`src/rtl/mem_pkg.sv`:
```
// Shared encodings for the memory stage: op codes, access sizes, FSM states
// and small decode helpers used by the stage and the bench.
package mem_pkg;

    localparam logic [3:0] MOP_NONE = 4'd0;
    localparam logic [3:0] MOP_LB   = 4'd1;
    localparam logic [3:0] MOP_LBU  = 4'd2;
    localparam logic [3:0] MOP_LH   = 4'd3;
    localparam logic [3:0] MOP_LHU  = 4'd4;
    localparam logic [3:0] MOP_LW   = 4'd5;
    localparam logic [3:0] MOP_LWU  = 4'd6;
    localparam logic [3:0] MOP_LD   = 4'd7;
    localparam logic [3:0] MOP_SB   = 4'd9;
    localparam logic [3:0] MOP_SH   = 4'd10;
    localparam logic [3:0] MOP_SW   = 4'd11;
    localparam logic [3:0] MOP_SD   = 4'd12;

    localparam logic [1:0] SZ_B = 2'd0;
    localparam logic [1:0] SZ_H = 2'd1;
    localparam logic [1:0] SZ_W = 2'd2;
    localparam logic [1:0] SZ_D = 2'd3;

    typedef enum logic [2:0] {
        ST_IDLE,
        ST_REQ,
        ST_WAIT,
        ST_DONE,
        ST_DRAIN
    } state_e;

    function automatic logic mop_is_load(input logic [3:0] op);
        return (op >= MOP_LB) && (op <= MOP_LD);
    endfunction

    function automatic logic mop_is_store(input logic [3:0] op);
        return (op >= MOP_SB) && (op <= MOP_SD);
    endfunction

    function automatic logic [1:0] mop_size(input logic [3:0] op);
        case (op)
            MOP_LH, MOP_LHU, MOP_SH: return SZ_H;
            MOP_LW, MOP_LWU, MOP_SW: return SZ_W;
            MOP_LD, MOP_SD:          return SZ_D;
            default:                 return SZ_B;
        endcase
    endfunction

    // Misaligned access, or a 64-bit-only op on a 32-bit datapath.
    function automatic logic mop_ale(input logic [3:0] op, input logic [2:0] a,
                                     input logic x32);
        logic mis;
        case (mop_size(op))
            SZ_H:    mis = a[0];
            SZ_W:    mis = |a[1:0];
            SZ_D:    mis = |a[2:0];
            default: mis = 1'b0;
        endcase
        if (!(mop_is_load(op) || mop_is_store(op)))
            return 1'b0;
        return mis || (x32 && (op == MOP_LWU || op == MOP_LD || op == MOP_SD));
    endfunction

endpackage

```
`src/rtl/mem_load_align.sv`:
```
// Load extraction: shifts the addressed element down to bit 0 and sign- or
// zero-extends it to XLEN according to the load op.
module mem_load_align
    import mem_pkg::*;
#(
    parameter int XLEN = 32
) (
    input  logic [3:0]                  op,
    input  logic [$clog2(XLEN/8)-1:0]   off,
    input  logic [XLEN-1:0]             rdata,
    output logic [XLEN-1:0]             data
);

    logic [XLEN-1:0] sh;

    // Accesses are naturally aligned, so a plain byte shift isolates the element.
    assign sh = rdata >> {off, 3'b000};

    always_comb begin
        case (op)
            MOP_LB:  data = XLEN'($signed(sh[7:0]));
            MOP_LBU: data = XLEN'(sh[7:0]);
            MOP_LH:  data = XLEN'($signed(sh[15:0]));
            MOP_LHU: data = XLEN'(sh[15:0]);
            MOP_LW:  data = XLEN'($signed(sh[31:0]));
            MOP_LWU: data = XLEN'(sh[31:0]);
            default: data = sh;
        endcase
    end

endmodule

```
`src/rtl/mem_stage_v2.sv`:
```
// MEM pipeline stage: issues split-transaction data-memory requests, aligns
// loads, traps misaligned accesses and drains responses orphaned by a flush.
module mem_stage_v2
    import mem_pkg::*;
#(
    parameter int XLEN   = 32,
    parameter int ADDR_W = 32
) (
    input  logic                clk,
    input  logic                resetn,
    input  logic                ex_valid,
    output logic                mem_allowin,
    input  logic [31:0]         ex_pc,
    input  logic [3:0]          ex_mem_op,
    input  logic                ex_rf_we,
    input  logic [4:0]          ex_rf_waddr,
    input  logic [XLEN-1:0]     ex_result,
    input  logic [XLEN-1:0]     ex_store_data,
    input  logic                flush,
    output logic                data_req,
    output logic                data_wr,
    output logic [1:0]          data_size,
    output logic [XLEN/8-1:0]   data_wstrb,
    output logic [ADDR_W-1:0]   data_addr,
    output logic [XLEN-1:0]     data_wdata,
    input  logic                data_addr_ok,
    input  logic                data_data_ok,
    input  logic [XLEN-1:0]     data_rdata,
    output logic                mem_to_wb_valid,
    input  logic                wb_allowin,
    output logic [31:0]         wb_pc,
    output logic                wb_rf_we,
    output logic [4:0]          wb_rf_waddr,
    output logic [XLEN-1:0]     wb_rf_wdata,
    output logic                excp_ale,
    output logic [ADDR_W-1:0]   excp_badv
);

    localparam int NB   = XLEN / 8;
    localparam int OFFW = $clog2(NB);

    typedef struct packed {
        logic [31:0]     pc;
        logic [3:0]      op;
        logic            rf_we;
        logic [4:0]      rf_waddr;
        logic [XLEN-1:0] result;
        logic [XLEN-1:0] sdata;
    } stage_t;

    stage_t          st_q;
    logic            valid;
    state_e          state;
    logic [XLEN-1:0] rdata_q;

    logic            is_ld, is_st, is_mem, ale;
    logic            ready_go, do_load, new_req;
    logic [1:0]      size;
    logic [OFFW-1:0] off;
    logic [NB-1:0]   smask;
    logic [XLEN-1:0] al_in, ld_data;

    assign is_ld  = mop_is_load(st_q.op);
    assign is_st  = mop_is_store(st_q.op);
    assign is_mem = is_ld || is_st;
    assign size   = mop_size(st_q.op);
    assign ale    = mop_ale(st_q.op, st_q.result[2:0], XLEN == 32);
    assign off    = st_q.result[OFFW-1:0];

    assign ready_go = !is_mem || ale || (state == ST_WAIT && data_data_ok)
                    || state == ST_DONE;
    assign mem_allowin = resetn && state != ST_DRAIN
                       && (!valid || (ready_go && wb_allowin));
    // A flush in the same cycle wins over handing the result to WB.
    assign mem_to_wb_valid = valid && ready_go && !flush;
    assign do_load = ex_valid && mem_allowin && !flush;
    assign new_req = (mop_is_load(ex_mem_op) || mop_is_store(ex_mem_op))
                   && !mop_ale(ex_mem_op, ex_result[2:0], XLEN == 32);

    always_ff @(posedge clk or negedge resetn) begin
        if (!resetn) begin
            state   <= ST_IDLE;
            valid   <= 1'b0;
            st_q    <= '0;
            rdata_q <= '0;
        end else begin
            if (flush)
                valid <= 1'b0;
            else if (mem_allowin)
                valid <= ex_valid;
            if (do_load)
                st_q <= '{pc: ex_pc, op: ex_mem_op, rf_we: ex_rf_we,
                          rf_waddr: ex_rf_waddr, result: ex_result,
                          sdata: ex_store_data};
            if (state == ST_WAIT && data_data_ok)
                rdata_q <= data_rdata;

            case (state)
                ST_IDLE:
                    if (do_load && new_req)
                        state <= ST_REQ;
                ST_REQ:
                    if (flush)
                        state <= data_addr_ok ? ST_DRAIN : ST_IDLE;
                    else if (data_addr_ok)
                        state <= ST_WAIT;
                ST_WAIT:
                    if (data_data_ok) begin
                        if (flush || wb_allowin)
                            state <= (do_load && new_req) ? ST_REQ : ST_IDLE;
                        else
                            state <= ST_DONE;
                    end else if (flush) begin
                        state <= ST_DRAIN;
                    end
                ST_DONE:
                    if (flush || wb_allowin)
                        state <= (do_load && new_req) ? ST_REQ : ST_IDLE;
                // The response still owed to the killed request is swallowed here.
                ST_DRAIN:
                    if (data_data_ok)
                        state <= ST_IDLE;
                default:
                    state <= ST_IDLE;
            endcase
        end
    end

    assign smask = NB'((16'd1 << (5'd1 << size)) - 16'd1);

    assign data_req   = state == ST_REQ;
    assign data_wr    = is_st;
    assign data_size  = size;
    assign data_addr  = ADDR_W'(st_q.result);
    assign data_wstrb = is_st ? (smask << off) : '0;

    always_comb begin
        case (size)
            SZ_B:    data_wdata = {NB{st_q.sdata[7:0]}};
            SZ_H:    data_wdata = {(NB/2){st_q.sdata[15:0]}};
            SZ_W:    data_wdata = {(NB/4){st_q.sdata[31:0]}};
            default: data_wdata = st_q.sdata;
        endcase
    end

    // In DONE the bus no longer holds the response, so use the latched copy.
    assign al_in = (state == ST_DONE) ? rdata_q : data_rdata;

    mem_load_align #(.XLEN(XLEN)) u_align (
        .op    (st_q.op),
        .off   (off),
        .rdata (al_in),
        .data  (ld_data)
    );

    assign wb_pc       = st_q.pc;
    assign wb_rf_we    = st_q.rf_we && !is_st && !ale;
    assign wb_rf_waddr = st_q.rf_waddr;
    assign wb_rf_wdata = is_ld ? ld_data : st_q.result;
    assign excp_ale    = valid && ale;
    assign excp_badv   = excp_ale ? ADDR_W'(st_q.result) : '0;

endmodule
```
`config.mk`:
```
export PLATFORM = sky130hd
export DESIGN_NAME = mem_stage_v2
export DESIGN_NICKNAME = d
export VERILOG_FILES = /design/src/rtl/mem_pkg.sv /design/src/rtl/mem_load_align.sv /design/src/rtl/mem_stage_v2.sv
export SDC_FILE = /design/constraint.sdc
export NUM_CORES = 1
export LEC_CHECK = 0
export ABC_AREA = 1
export CAP_MARGIN = 20
export CORE_ASPECT_RATIO = 1.4
export CORE_MARGIN = 5
export CORE_UTILIZATION = 45
export DETAILED_ROUTE_END_ITERATION = 12
export GPL_TIMING_DRIVEN = 0
export PLACE_DENSITY = 0.79
export SYNTH_ARGS = -nofsm -noshare
export SYNTH_HDL_FRONTEND = slang
export SYNTH_SLANG_ARGS = --single-unit
export TNS_END_PERCENT = 30
```
`constraint.sdc`:
```
create_clock -name clk -period 3.9 [get_ports clk]
set_clock_uncertainty 0.15 [all_clocks]
set_input_delay 0.78 -clock clk [delete_from_list [all_inputs] [get_ports clk]]
set_output_delay 0.78 -clock clk [all_outputs]
set_load 0.02 [all_outputs]
```
Word-level counts from Yosys, hierarchy flattened
Memories as Yosys holds them, arrays and structs flattened. Index checks and enable logic that the tools add are counted.

$add $sub $neg: 1. Magnitude comparators: 8. Equality and inequality tests: 27. Shifts and indexed selects: 4. Muxes and demuxes: 23. Reductions and logical operators: 44.

Operators by type and width (count): 32-bit case mux with 4 select lines (1); 32-bit 2-to-1 mux (3); 32-bit case mux with 2 select lines (1); 32-bit by 5-bit right shift with 32-bit output (1); 3-bit 2-to-1 mux (8); 4-bit by 3-bit == test with 1-bit output, second input constant (5); 1-bit logical AND (17); 3-bit case mux with 5 select lines (1); 1-bit logical OR (13); 2-bit == test, second input constant (4); 4-bit by 2-bit == test with 1-bit output, second input constant (2); 4-bit == test, second input constant (2); 4-bit by 1-bit >= comparator with 1-bit output, second input constant (2); 4-bit >= comparator, second input constant (2); 4-bit by 3-bit <= comparator with 1-bit output, second input constant (2); 4-bit <= comparator, second input constant (2); 2-bit by 1-bit == test with 1-bit output, second input constant (3); 3-bit by 2-bit == test with 1-bit output, second input constant (2); 1-bit logical NOT (6); 2-bit != test, second input constant (3); 3-bit != test, second input constant (2); 1-bit case mux with 3 select lines (2); 3-bit OR reduction (2); 1-bit 2-to-1 mux (5); other kinds (15) (16).

Bits in registers: 142. Bits in read-only memories: 96. Input port bits: 145. Word-level logic and storage cells: 119. Memories: 3.

Memory list: (no name shown) (words 16, width 2, rd ports 1, clocked after memory_dff 0, wr ports 0, RTL line mem_pkg.sv:40) `case (op)`; (no name shown) (words 16, width 2, rd ports 1, clocked after memory_dff 0, wr ports 0, RTL line mem_pkg.sv:40); (no name shown) (words 16, width 2, rd ports 1, clocked after memory_dff 0, wr ports 0, RTL line mem_pkg.sv:40).

Depth between registers and ports, before layout
Depth in word-level cells: 18. Gate-level depth with buffers: 19. Mapped depth without buffers: 17.

Hierarchy
From an unflattened synthesis, not the netlist that was laid out.

Cell total of the unflattened synthesis: 1255. Area, all modules: 8966.1 um2.

By module, submodules not included: mem_stage_v2 (times used 1, cells each 1050, area each 7970.1 um2, sequential area each 3553.4 um2); mem_load_align (times used 1, cells each 205, area each 996.0 um2, sequential area each 0.0 um2).

Worst setup path after synthesis
OpenSTA, ideal clock, no wires.

Path kind: register to output. Start: register st_q[70] (netlist name). End: output port data_wdata[11]. Arrival: 2.595 ns. Data required time: 2.970 ns. Setup slack: 0.375 ns. Cell stages (with the launch flop): 14. Buffers on the path: 3. Cell sequence: dfrtp_1 > inv_1 > ha_1 > nand2_1 > o21ai_1 > nand2_1 > nand2_1 > nand2_1 > clkbuf_1 > ha_1 > clkbuf_1 > inv_1 > clkbuf_1 > o21ai_0.

Longest elaborated chain between the ends: 3.

Ends and longest elaborated chain: start, declared (RTL line mem_stage_v2.sv:51) `stage_t st_q;`; start signal, assigned (RTL line mem_stage_v2.sv:92) `st_q <= '{pc: ex_pc, op: ex_mem_op, rf_we: ex_rf_we,`; memory 16 x 2 bit *; 2-bit by 1-bit == test with 1-bit output or 2-bit logical NOT (tied branches) (RTL line mem_stage_v2.sv:138) `case (size)`; 32-bit case mux with 2 select lines * (RTL line mem_stage_v2.sv:138); end, declared (RTL line mem_stage_v2.sv:25) `output logic [XLEN-1:0] data_wdata,`.

Every way passes the cells marked *; elsewhere a longest branch is shown, timed or not.

Worst setup path in the final report
Start: register state[1]. End: output port wb_rf_wdata[10].

Longest elaborated chain between the ends: 5.

Ends and longest elaborated chain: start, declared (RTL line mem_stage_v2.sv:53) `state_e state;`; start signal, assigned (RTL line mem_stage_v2.sv:104) `state <= data_addr_ok ? ST_DRAIN : ST_IDLE;`; start signal, assigned (RTL line mem_stage_v2.sv:110) `state <= (do_load && new_req) ? ST_REQ : ST_IDLE;`; start signal, assigned (RTL line mem_stage_v2.sv:118) `state <= (do_load && new_req) ? ST_REQ : ST_IDLE;`; 3-bit by 2-bit == test with 1-bit output (RTL line mem_stage_v2.sv:147) `assign al_in = (state == ST_DONE) ? rdata_q : data_rdata;`; 32-bit 2-to-1 mux (RTL line mem_stage_v2.sv:147); 32-bit by 5-bit right shift with 32-bit output (RTL line mem_load_align.sv:17) `assign sh = rdata >> {off, 3'b000};`; 32-bit case mux with 4 select lines (RTL line mem_load_align.sv:20) `case (op)`; 32-bit 2-to-1 mux (RTL line mem_stage_v2.sv:159) `assign wb_rf_wdata = is_ld ? ld_data : st_q.result;`; end, declared (RTL line mem_stage_v2.sv:34) `output logic [XLEN-1:0] wb_rf_wdata,`.

Every way passes these cells.

==> summary.txt <==
Route
  – Total number of vias: 8,948
  – WL/cell: 17.8 um
  – DRT iter0 DRCs: 562
  – TritonRoute pass-1 iters: 5
  – Antenna viol nets, final: 0
  – Residual DRC count: 0
  – Vias per std cell: 5.05
  – Total Routed Length: 31,500 um

Timing
  – Worst-margin pin slew: 682 ps
  – Setup-failing EPs final: 1
  – Fin crit share: 101%
  – Setup slack after layout: -50.9 ps
  – Hold WS: 77.1 ps
  – F_max: 253 MHz
  – Max_slew headroom: 54.6%
  – Fin. max-slew vios: 0
  – RSZ-0062 raised after global routing: yes
  – Final worst path period need: 3950 ps
  – Final hold vios: 0
  – Fin Setup TNS: -50.9 ps

Setup path
  – Worst Path Max Fanout: 10
  – Worst EP required: 2970 ps
  – CP endpoint: wb_rf_wdata[10]
  – Crit Path Category: flop to output pin
  – Largest stage delay on the critical path: 400 ps
  – Critical path cell sequence: inv_1 -> nor2_4 -> nand2_2 -> buf_4 -> clkbuf_2 -> o21ai_0 -> o22ai_1 -> a21oi_1 -> o211ai_1 -> o21ai_0 -> inv_1 -> dlygate4sd2_1
  – RR Startpoint: st_q[70]$_DFFE_PN0P_
  – CP arrival: 3020 ps
  – Worst flop-to-flop path endpoint: data_addr[6]$_DFFE_PN0P_
  – Worst r2r path cells: 17
  – CP Capture Type: output pin
  – Worst path slowest cell: dfrtp_1
  – CP Launch Type: flop
  – Worst R2R Setup Slack: 1240 ps
  – Crit path from: state[1]$_DFFE_PN0P_

Placed design
  – Pre-CTS worst setup slack: -587 ps
  – Placed Instances: 1,740
  – Count of buffers from port buffering: 321
  – Placed Instance Area: 12,200 um2
  – Detailed-placement wirelength estimate: 24,800 um
  – Routability cong.: 0.937

Die
  – Ports: 322
  – Core box area: 19,100 um2
  – # rows: 60
  – Die ar.: 22,200 um2
  – Die Ht: 174 um
  – Starting density of the core: 45.4%
  – Die Width: 127 um

Logic synthesis
  – Post-synthesis simple-gate area fraction: 22.5%
  – Register area share after synthesis: 41.0%
  – Netlist cell types: 37
  – Synth Area in Compound Gates: 17.3%
  – Syn Nets: 1,327
  – Adder-cell share of the synthesized area: 1.73%
  – Register bit count reported by yosys: 142
  – Synth warn: 0
  – Synth Area in XOR/XNOR: 0%
  – Mapped Cells: 1,170
  – Largest family of logic cells by synthesized area: simple AND/OR/NAND/NOR gates
  – Synthesized area: 8660 um2
  – Syn_area_per_cell: 7.40 um2
  – Multiplexer share of the synthesized area: 0%

Power
  – Combinational Power Share: 61.1%
  – Pleak: 6.47 nW
  – Flop pwr share: 22.7%
  – Pwr Density: 822 nW/um2
  – Internal power: 5.49 mW
  – Sw Ratio: 47.2%
  – Pwr Total: 10.4 mW
  – Net Switching: 4.91 mW
  – Peak supply drop: 0.000714 V
  – Power share of the clock group: 16.2%

Clock tree
  – Clk buf depth: 2
  – H-tree depth: 4
  – CTS Hold Bufs: 0
  – Clock sink count: 142
  – Post CTS Setup Buffer Count: 0
  – Skew-Pair Late Insertion Delay: 420 ps
  – Total clock buffers created by CTS: 17
  – TritonCTS clock tree: built
  – CTS clk-pin slew, worst paths: 70 ps
  – Clock root cell: clkbuf_16

Run status
  – Failing checks: negative setup slack
  – Status: complete, but fails checks

Global routing
  – First-pass GRT wire length: 48,600 um
  – Antenna violations before repair: 1
  – Vias in the first global route: 8,968
  – Total gr overflow: 0
  – GRT Util Overall: 28.0%
  – Maximum number of pins on one net before global-route repair: 78

Final layout
  – Non-filler cells in the finished layout: 1,772
  – Design Area, Final: 12,700 um2
  – Layout cell share with drive strength beyond 1: 19.0%
  – Filler cells: 1,776
  – Final #Nets: 1,667
  – Util after Layout: 66.4%
  – Syn-to-layout area delta: 46.3%

Flow run
  – Max-cap violations: 0

Worst hold path
  – HP Class: primary input to async pin
[flip-flops by register name, indices dropped and copies added (netlist names)]
signal,cells
data_addr,32
rdata_q,32
st_q,37
state,3
valid,1
wb_pc,32
wb_rf_waddr,5
[Yosys cell counts]
master | instances | area, um2
a211oi_1 | 1 | 7.51
a21oi_1 | 24 | 120
a21oi_2 | 46 | 403
a221oi_1 | 1 | 8.76
a31o_2 | 1 | 8.76
a31oi_1 | 2 | 12.5
a32oi_1 | 1 | 8.76
buf_1 | 2 | 7.51
buf_2 | 10 | 50.1
buf_4 | 86 | 646
buf_6 | 9 | 101
clkbuf_1 | 34 | 128
dfrtp_1 | 142 | 3550
ha_1 | 12 | 150
inv_1 | 146 | 548
inv_2 | 8 | 30.0
nand2_1 | 269 | 1010
nand2_2 | 4 | 25.0
nand2_4 | 2 | 22.5
nand3_1 | 76 | 380
nand4_1 | 3 | 18.8
nor2_1 | 106 | 398
nor2_2 | 2 | 12.5
nor2_4 | 1 | 11.3
nor3_1 | 7 | 35.0
nor3_2 | 1 | 10.0
o211ai_1 | 9 | 67.6
o21a_1 | 1 | 7.51
o21ai_0 | 117 | 586
o21ai_1 | 9 | 45.0
o21bai_1 | 2 | 15.0
o221ai_1 | 1 | 8.76
o22ai_1 | 28 | 175
o31ai_1 | 3 | 22.5
or2_0 | 2 | 12.5
or2_1 | 1 | 6.26
or2_2 | 1 | 6.26
[cells in the final DEF, fill, tap and decap left out, types with 7 or more instances in the layout]
cell type and count:
nand2_1 266, clkdlybuf4s50_1 234, inv_1 143, dfrtp_1 140
nor2_1 104, o21ai_0 104, buf_4 86, nand3_1 76
a21oi_2 46, clkbuf_2 41, o22ai_1 28, buf_2 25
a21oi_1 24, dlygate4sd2_1 22, o21ai_1 20, clkbuf_1 19
clkbuf_16 17, inv_2 11, ha_1 11, buf_6 10
o211ai_1 9, inv_6 9, clkdlybuf4s15_2 9, nor3_1 7
[area by class of cell]
type	count	area (um2)	area share [%]
multi-input combinational	733	3650	28.8
sequential	142	3560	28.1
timing repair buffer	322	3010	23.7
buffer	140	965	7.62
inverter	154	578	4.56
clock buffer	18	439	3.47
tap	248	310	2.45
clock inverter	14	159	1.25
antenna	1	2.50	0.0198
[worst min-delay path by stage]
stage | endpoint | slack (ps) | cells after the start
after floorplan | rdata_q[7]$_DFFE_PN0P_ | 290 | 2
after global placement | rdata_q[7]$_DFFE_PN0P_ | 300 | 2
after detailed placement | rdata_q[7]$_DFFE_PN0P_ | 300 | 2
after CTS | rdata_q[11]$_DFFE_PN0P_ | 160 | 1
after global routing | rdata_q[11]$_DFFE_PN0P_ | 100 | 1
final | rdata_q[11]$_DFFE_PN0P_ | 80 | 1
[critical path: cells and delay by family (launching register included)]
kind,cells,cell delay [ps]
and+or+nand+nor,2,170
buffers and inverters,5,930
AOI/OAI and AO/OA,5,1080
DFF,1,400
[power groups by stage]
stage	registers, mW	clock network (mW)	logic (mW)
6_report	2.37	1.68	6.36
5_1_grt	2.43	1.76	6.85
4_1_cts	2.36	1.71	6.35
3_5_place_dp	2.37	0	6.56
3_3_place_gp	2.36	0	6.50
2_1_floorplan	2.27	0	3.77
[metal layers]
layer / vias up / part of all wire (%) / GRT usage, % / wire length (um)
li1: 4333 / - / - / -
met5: - / 0 / 0 / 0
met1: 4186 / 37 / 31.1 / 11700
met2: 360 / 52 / 50.8 / 16400
met3: 69 / 6.5 / 6.46 / 2050
met4: 0 / 4.2 / 11.8 / 1310
[kinds of logic (layout without fill, tap and decap cells)]
kind of cell    Yosys count  in the layout
simple gates            475            475
buf+inv                 295            648
compound gates          246            246
flops                   142            142
fa+ha+maj                12             12
other cells               0              1
[what timing repair did]
item	CTS	global route
endpoints found under the setup margin	89	89
gates resized for setup	181	112
pin swaps	2	2
No activity file was read; power rests on OpenSTA's default activity.
